<file path="src/rtl/output_formatter.sv">
// Converts a 16-bit result (or error flag) to ASCII decimal and writes it byte-by-byte into a TX FIFO.
// Define TX_CRLF_EN to append a CR/LF terminator after every payload string.
module output_formatter #(
    parameter int DATA_WIDTH   = 8,
    parameter int RESULT_WIDTH = 16
) (
    input  logic                    clk,
    input  logic                    rst,
    input  logic [RESULT_WIDTH-1:0] result_in,
    input  logic                    err_in,
    input  logic                    result_valid_in,
    input  logic                    tx_full_in,
    output logic                    tx_wen_o,
    output logic [DATA_WIDTH-1:0]   tx_data_o,
    output logic                    busy_o,
    output logic                    done_o
);

    localparam logic [2:0] S_IDLE    = 3'd0;
    localparam logic [2:0] S_CONVERT = 3'd1;
    localparam logic [2:0] S_EMIT    = 3'd2;
`ifdef TX_CRLF_EN
    localparam logic [2:0] S_TERM    = 3'd3;
`endif
    localparam logic [2:0] S_DONE    = 3'd4;

    logic [2:0]  state;
    logic [35:0] shift_q;     // {bcd[19:0], bin[15:0]}
    logic [4:0]  cnt_q;
    logic [2:0]  idx_q;       // digit index, 4 = most significant
    logic        err_q;
    logic [7:0]  last_q;
`ifdef TX_CRLF_EN
    logic        lf_q;        // 0: CR pending, 1: LF pending
`endif

    logic [19:0] adj_bcd;
    logic [35:0] shift_next;
    logic [19:0] bcd_next;
    logic [2:0]  msd_next;
    logic [3:0]  nib;
    logic [7:0]  cur_byte;
    logic        pending;

    // Double-dabble step: add 3 to each nibble >= 5, then shift the whole register left.
    always_comb begin
        adj_bcd = '0;
        for (int i = 0; i < 5; i++) begin
            if (shift_q[16+4*i +: 4] >= 4'd5)
                adj_bcd[4*i +: 4] = shift_q[16+4*i +: 4] + 4'd3;
            else
                adj_bcd[4*i +: 4] = shift_q[16+4*i +: 4];
        end
        shift_next = {adj_bcd, shift_q[15:0]} << 1;
        bcd_next   = shift_next[35:16];
    end

    always_comb begin
        if (bcd_next[19:16] != 4'd0)
            msd_next = 3'd4;
        else if (bcd_next[15:12] != 4'd0)
            msd_next = 3'd3;
        else if (bcd_next[11:8] != 4'd0)
            msd_next = 3'd2;
        else if (bcd_next[7:4] != 4'd0)
            msd_next = 3'd1;
        else
            msd_next = 3'd0;
    end

    always_comb begin
        case (idx_q)
            3'd4:    nib = shift_q[35:32];
            3'd3:    nib = shift_q[31:28];
            3'd2:    nib = shift_q[27:24];
            3'd1:    nib = shift_q[23:20];
            default: nib = shift_q[19:16];
        endcase
    end

    always_comb begin
        cur_byte = 8'h00;
        pending  = 1'b0;
        case (state)
            S_EMIT: begin
                pending = 1'b1;
                if (err_q)
                    cur_byte = (idx_q == 3'd2) ? 8'h45 : 8'h52;
                else
                    cur_byte = {4'h3, nib};
            end
`ifdef TX_CRLF_EN
            S_TERM: begin
                pending  = 1'b1;
                cur_byte = lf_q ? 8'h0A : 8'h0D;
            end
`endif
            default: begin
                cur_byte = 8'h00;
                pending  = 1'b0;
            end
        endcase
    end

    // Write is gated combinationally by FIFO full; data holds the last written byte otherwise.
    assign tx_wen_o = pending && !tx_full_in;
    assign busy_o   = (state != S_IDLE);
    assign done_o   = (state == S_DONE);

    always_comb begin
        tx_data_o      = '0;
        tx_data_o[7:0] = tx_wen_o ? cur_byte : last_q;
    end

    always_ff @(posedge clk or posedge rst) begin
        if (rst) begin
            state   <= S_IDLE;
            shift_q <= '0;
            cnt_q   <= '0;
            idx_q   <= '0;
            err_q   <= 1'b0;
            last_q  <= '0;
`ifdef TX_CRLF_EN
            lf_q    <= 1'b0;
`endif
        end else begin
            case (state)
                S_IDLE: begin
                    if (result_valid_in) begin
                        err_q   <= err_in;
                        shift_q <= {20'd0, result_in[15:0]};
                        cnt_q   <= '0;
                        if (err_in) begin
                            idx_q <= 3'd2;
                            state <= S_EMIT;
                        end else begin
                            state <= S_CONVERT;
                        end
                    end
                end
                S_CONVERT: begin
                    shift_q <= shift_next;
                    cnt_q   <= cnt_q + 5'd1;
                    if (cnt_q == 5'd15) begin
                        cnt_q <= '0;
                        idx_q <= msd_next;
                        state <= S_EMIT;
                    end
                end
                S_EMIT: begin
                    if (tx_wen_o) begin
                        last_q <= cur_byte;
                        if (idx_q == 3'd0) begin
`ifdef TX_CRLF_EN
                            lf_q  <= 1'b0;
                            state <= S_TERM;
`else
                            state <= S_DONE;
`endif
                        end else begin
                            idx_q <= idx_q - 3'd1;
                        end
                    end
                end
`ifdef TX_CRLF_EN
                S_TERM: begin
                    if (tx_wen_o) begin
                        last_q <= cur_byte;
                        if (lf_q)
                            state <= S_DONE;
                        else
                            lf_q <= 1'b1;
                    end
                end
`endif
                S_DONE: state <= S_IDLE;
                default: state <= S_IDLE;
            endcase
        end
    end

endmodule
</file>
<file path="config.mk">
export PLATFORM = sky130hd
export DESIGN_NAME = output_formatter
export DESIGN_NICKNAME = d
export VERILOG_FILES = /design/src/rtl/output_formatter.sv
export SDC_FILE = /design/constraint.sdc
export NUM_CORES = 1
export LEC_CHECK = 0
export CAP_MARGIN = 10
export CORE_MARGIN = 2
export CORE_UTILIZATION = 40
export DETAILED_ROUTE_END_ITERATION = 16
export PLACE_DENSITY = 0.72
export SETUP_SLACK_MARGIN = 0.05
export SKIP_CTS_REPAIR_TIMING = 1
export SYNTH_ARGS = -nofsm -noshare
export SYNTH_HDL_FRONTEND = slang
export SYNTH_SLANG_ARGS = --single-unit
</file>
<file path="constraint.sdc">
create_clock -name clk -period 1.99 [get_ports clk]
set_input_delay 0.199 -clock clk [delete_from_list [all_inputs] [get_ports clk]]
set_output_delay 0.199 -clock clk [all_outputs]
set_load 0.02 [all_outputs]
</file>
* Word level (Yosys, flattened, before mapping) *
Cells that the tools add are included.

operators by class
  reduce and logical (&&, ||, !) cells = 15
  eq/ne operators = 14
  mux-type cells = 32
  add/subtract/negate cells = 7
  magnitude comparators = 5

operators by type and width
  cell                                                                count
  case mux 36 bit (2 select lines)                                    1
  two-way mux 36 bit                                                  1
  two-way mux 3 bit                                                   11
  greater-or-equal comparator 4 x 3 -> 1 bit (second input constant)  5
  case mux 3 bit (3 select lines)                                     2
  adder 4 x 2 -> 4 bit (second input constant)                        4
  two-way mux 4 bit                                                   4
  two-way mux 8 bit                                                   2
  case mux 4 bit (4 select lines)                                     1
  nonzero test 4 bit                                                  4
  two-way mux 5 bit                                                   3
  != test 2 bit (second input constant)                               6
  case mux 5 bit (2 select lines)                                     1
  equality test 3 x 2 -> 1 bit (second input constant)                3
  two-way mux 7 bit                                                   1
  equality test 3 x 1 -> 1 bit (second input constant)                2
  equality test 3 bit (second input constant)                         2
  logical NOT 3 bit                                                   2
  two-way mux 2 bit                                                   3
  AND reduction 6 bit                                                 1
  nonzero test 3 bit                                                  2
  adder 5 x 1 -> 5 bit (second input constant)                        1
  equality test 5 x 4 -> 1 bit (second input constant)                1
  AND reduction 2 bit                                                 2
  other kinds (7)                                                     8

word-level totals
  output and inout port bits = 11
  flip-flop bits (word level) = 56
  logic and storage cells = 79

* Logic depth before layout (Yosys ltp) *
  depth after elaboration = 9
  mapped depth = 9
  depth with buffers taken out = 8

* Least setup slack after synthesis *
Ideal clock, no wire load.

  path kind = reg-to-output
  start point = register idx_q[0]
  end point = output tx_data_o[3]
  slack = -0.051 ns
  stages on the path, launching flop included = 8
  data arrival time = 1.842 ns
  data required time = 1.791 ns
  cell sequence = dfrtp_1 inv_1 ha_1 nor3_1 nor2_1 a21oi_1 a21oi_1 o31ai_1

on the way
  longest elaborated chain between the ends = 5
  elaborated cells on any way between the ends = 8
  classes of those cells = eq/ne: 4; mux: 4

RTL lines
  what                                                        line  source
  start, declared                                             30    logic [2:0] idx_q;
  start signal, assigned                                      146   idx_q <= msd_next;
  start signal, assigned                                      161   idx_q <= idx_q - 3'd1;
  equality test 3 x 1 -> 1 bit, or another cell as far along  72    case (idx_q)
  case mux 4 bit (4 select lines) *                           72
  two-way mux 7 bit *                                         87    if (err_q)
  two-way mux 8 bit *                                         84    case (state)
  two-way mux 8 bit *                                         --
  end, declared                                               14    output logic [DATA_WIDTH-1:0] tx_data_o,

Every way passes the cells marked *; elsewhere a longest branch is shown, timed or not.

* Worst setup path in the final report *
  start point = register idx_q[1]
  end point = output tx_data_o[3]

Same word-level chain as after synthesis.

==> metrics <==
status=finished, violations left; failing checks=setup timing; critical path type=reg -> out; fmax=472 MHz; post-layout util=0.556; register area share after synthesis=0.433; I/O pin cnt=32; Syn Area/Cell=9.08 µm²; Die Width=93.9 µm; Mapped Area=0.00323 mm²; DR vias=2910; VDD IR max=693 µV; number of antenna diodes=0; DR DRC count=0; Seq cells post-synth=56; H-tree depth=2; largest net degree at the start of global routing=46; fin cells=535; Root Buffer Master=clkbuf_8; first-pass GRT wire length=12.9 mm; layout cell share with drive strength beyond 1=0.300; number of synthesized flops with an enable pin=0; Slew Limit Fails=0; Clock Sinks=56; hold crit path type=in -> async; Placed Cells=512; I/O Buffers=31; worst-skew pair later-pin latency=0.31 ns; RSZ-0062 raised after global routing=true; Syn Inst Count=356; CTS clk-pin slew, worst paths=0.10 ns; CP peak stage delay=0.47 ns; Placeable Area=0.00777 mm²; Rows=32; multi-input logic area=0.00185 mm²; Synth cell types=52; vias in the first global route=2761; Synth Warn #=0; Hold Vio Cnt, Final=0; GPL Wtd Cong=0.757; register area=0.00141 mm²; Slew HR=0.731; die height=93.9 µm; Syn Nets=393; Fin Clk Skew=0.00385 ns; Avg WL per Cell=15.2 µm; GRT Util Overall=0.181; CP required=1.79 ns; Vias/cell=5.44; leakage=1.85 nW; ANT nets after route=0; post-route clock period utilization=1.06; startpoint types=flop; Max Buffers Root-to-Sink=2; Inserted Clock Buffers=5; initial antenna violation count=0; area grow syn2layout=33.5%; crit path max fanout=4; Die ar.=0.00882 mm²; # setup viols final=4; Top FF cell, synth=dfrtp_1; delay-heaviest family, CP=compound AO/OA/AOI/OAI gates; Worst EP arrival=1.92 ns; DP HPWL=5.50 mm; Setup crit end kind=output port; Worst-Margin Slew=0.401 ns; WL final=8.13 mm; total power=0.00524 W; setup ws final=-0.127 ns; drt pass-1 iters=5; P per Cell Area=1210 mW/mm²; Congestion Overflow GR=0; most common cell after layout, fill and taps aside=buf_4; Async SR Flop Fraction=1.00; Place WS=-0.338 ns; starting density of the core=0.416; most frequent cells in the layout=buf_4 (56), dfrtp_1 (52), nor2_1 (42); Layout Nets=469; Worst path slowest cell=dfrtp_2; Max-Cap Viols=0; fin crit period=2.12 ns; crit-path cells=ha_2, buf_4, a222oi_1, o21ai_1, a21oi_2, o31ai_1, buf_2; DRT iter0 DRCs=223; Critical path buffers and inverters=2; final-layout fill cell count=701; smallest hold slack=0.167 ns; CTS tree=built
==> power by group <==
part           switching [W]  leakage, nW  internal (W)
clock               0.000397       0.0404      0.000250
combinational        0.00158         1.11       0.00127
sequential          0.000264        0.707       0.00148
total                0.00224         1.85       0.00300
==> final timing paths <==
path | startpoint | to | slack [ns] | depth (start not counted)
worst max-delay path | idx_q[1] | tx_data_o[3] | -0.13 | 7
worst min-delay path | rst | shift_q[13] | 0.17 | 2
worst max register to register | cnt_q[1] | idx_q[2] | 0.09 | 8
worst min register to register | last_q[0] | last_q[0] | 0.48 | 2
max in group asynchronous | rst | idx_q[1] | 1.32 | 3
min in group clk | result_in[0] | shift_q[0] | 0.43 | 3
==> metal layers <==
layer	vias up	routed length, µm	track usage
li1	1425	-	-
met1	1391	3620	0.239
met2	81	4060	0.312
met3	13	343	0.0281
met4	0	111	0.0447
met5	-	0	0
==> final cells by class <==
class	instances	area share
clock buffer	5	0.0159
inverter	21	0.0200
sequential	56	0.326
timing repair buffer	89	0.175
tap	102	0.0296
clock inverter	3	0.00551
multi-input combinational	259	0.428
==> worst register-to-register path, cell delays in order (launching register included) <==
cell and delay [ns]:
dfrtp_1 0.44, ha_4 0.17, nand4b_1 0.18, nand2_4 0.14, o31ai_4 0.11, nor4b_4 0.27
buf_4 0.18, o21ai_1 0.07, a22o_1 0.22
==> state kept, by name (all words and copies together), names as in the netlist <==
name,flops
shift_q,36
last_q,8
cnt_q,5
idx_q,3
state,3
err_q,1
==> cell families (layout without fill, tap and decap cells) <==
logic type | after synthesis | after routing | synth area share
flops | 56 | 56 | 0.433
compound gates | 106 | 106 | 0.210
buf+inv | 41 | 118 | 0.0631
fa+ha+maj | 16 | 16 | 0.0619
simple gates | 126 | 126 | 0.199
mux | 5 | 5 | 0.0163
xor+xnor | 6 | 6 | 0.0163
==> cells in the mapped netlist, types with 3 or more instances <==
cell type   n  area share
dfrtp_1    56        0.43
nor2_1     43       0.050
o21ai_0    37       0.057
nand2_1    25       0.029
nand3_1    23       0.036
inv_1      19       0.022
a21oi_1    17       0.026
ha_1       16       0.062
o22ai_1    16       0.031
nor3b_1     7       0.016
clkbuf_1    6      0.0070
o31ai_1     6       0.014
xnor2_1     6       0.016
a31oi_1     5      0.0097
buf_2       5      0.0077
buf_6       5       0.017
a222oi_1    4       0.012
a32o_1      4       0.012
nand2b_1    4      0.0077
a21oi_2     3      0.0081
and2_1      3      0.0058
and3_1      3      0.0058
mux2i_1     3      0.0093
nor3_1      3      0.0046
o21ai_1     3      0.0046
==> through the flow <==
| stage | instance area (µm²) | TNS (ns) |
|---|---|---|
| final | 4320 | -0.433 |
| after global routing | 4320 | -0.972 |
| after CTS | 3970 | -4.39 |
| after detailed placement | 3880 | -1.60 |
| after global placement | 3880 | -1.20 |
| after floorplan | 3230 | -0.0510 |
Power figures use the tool's default switching activity.
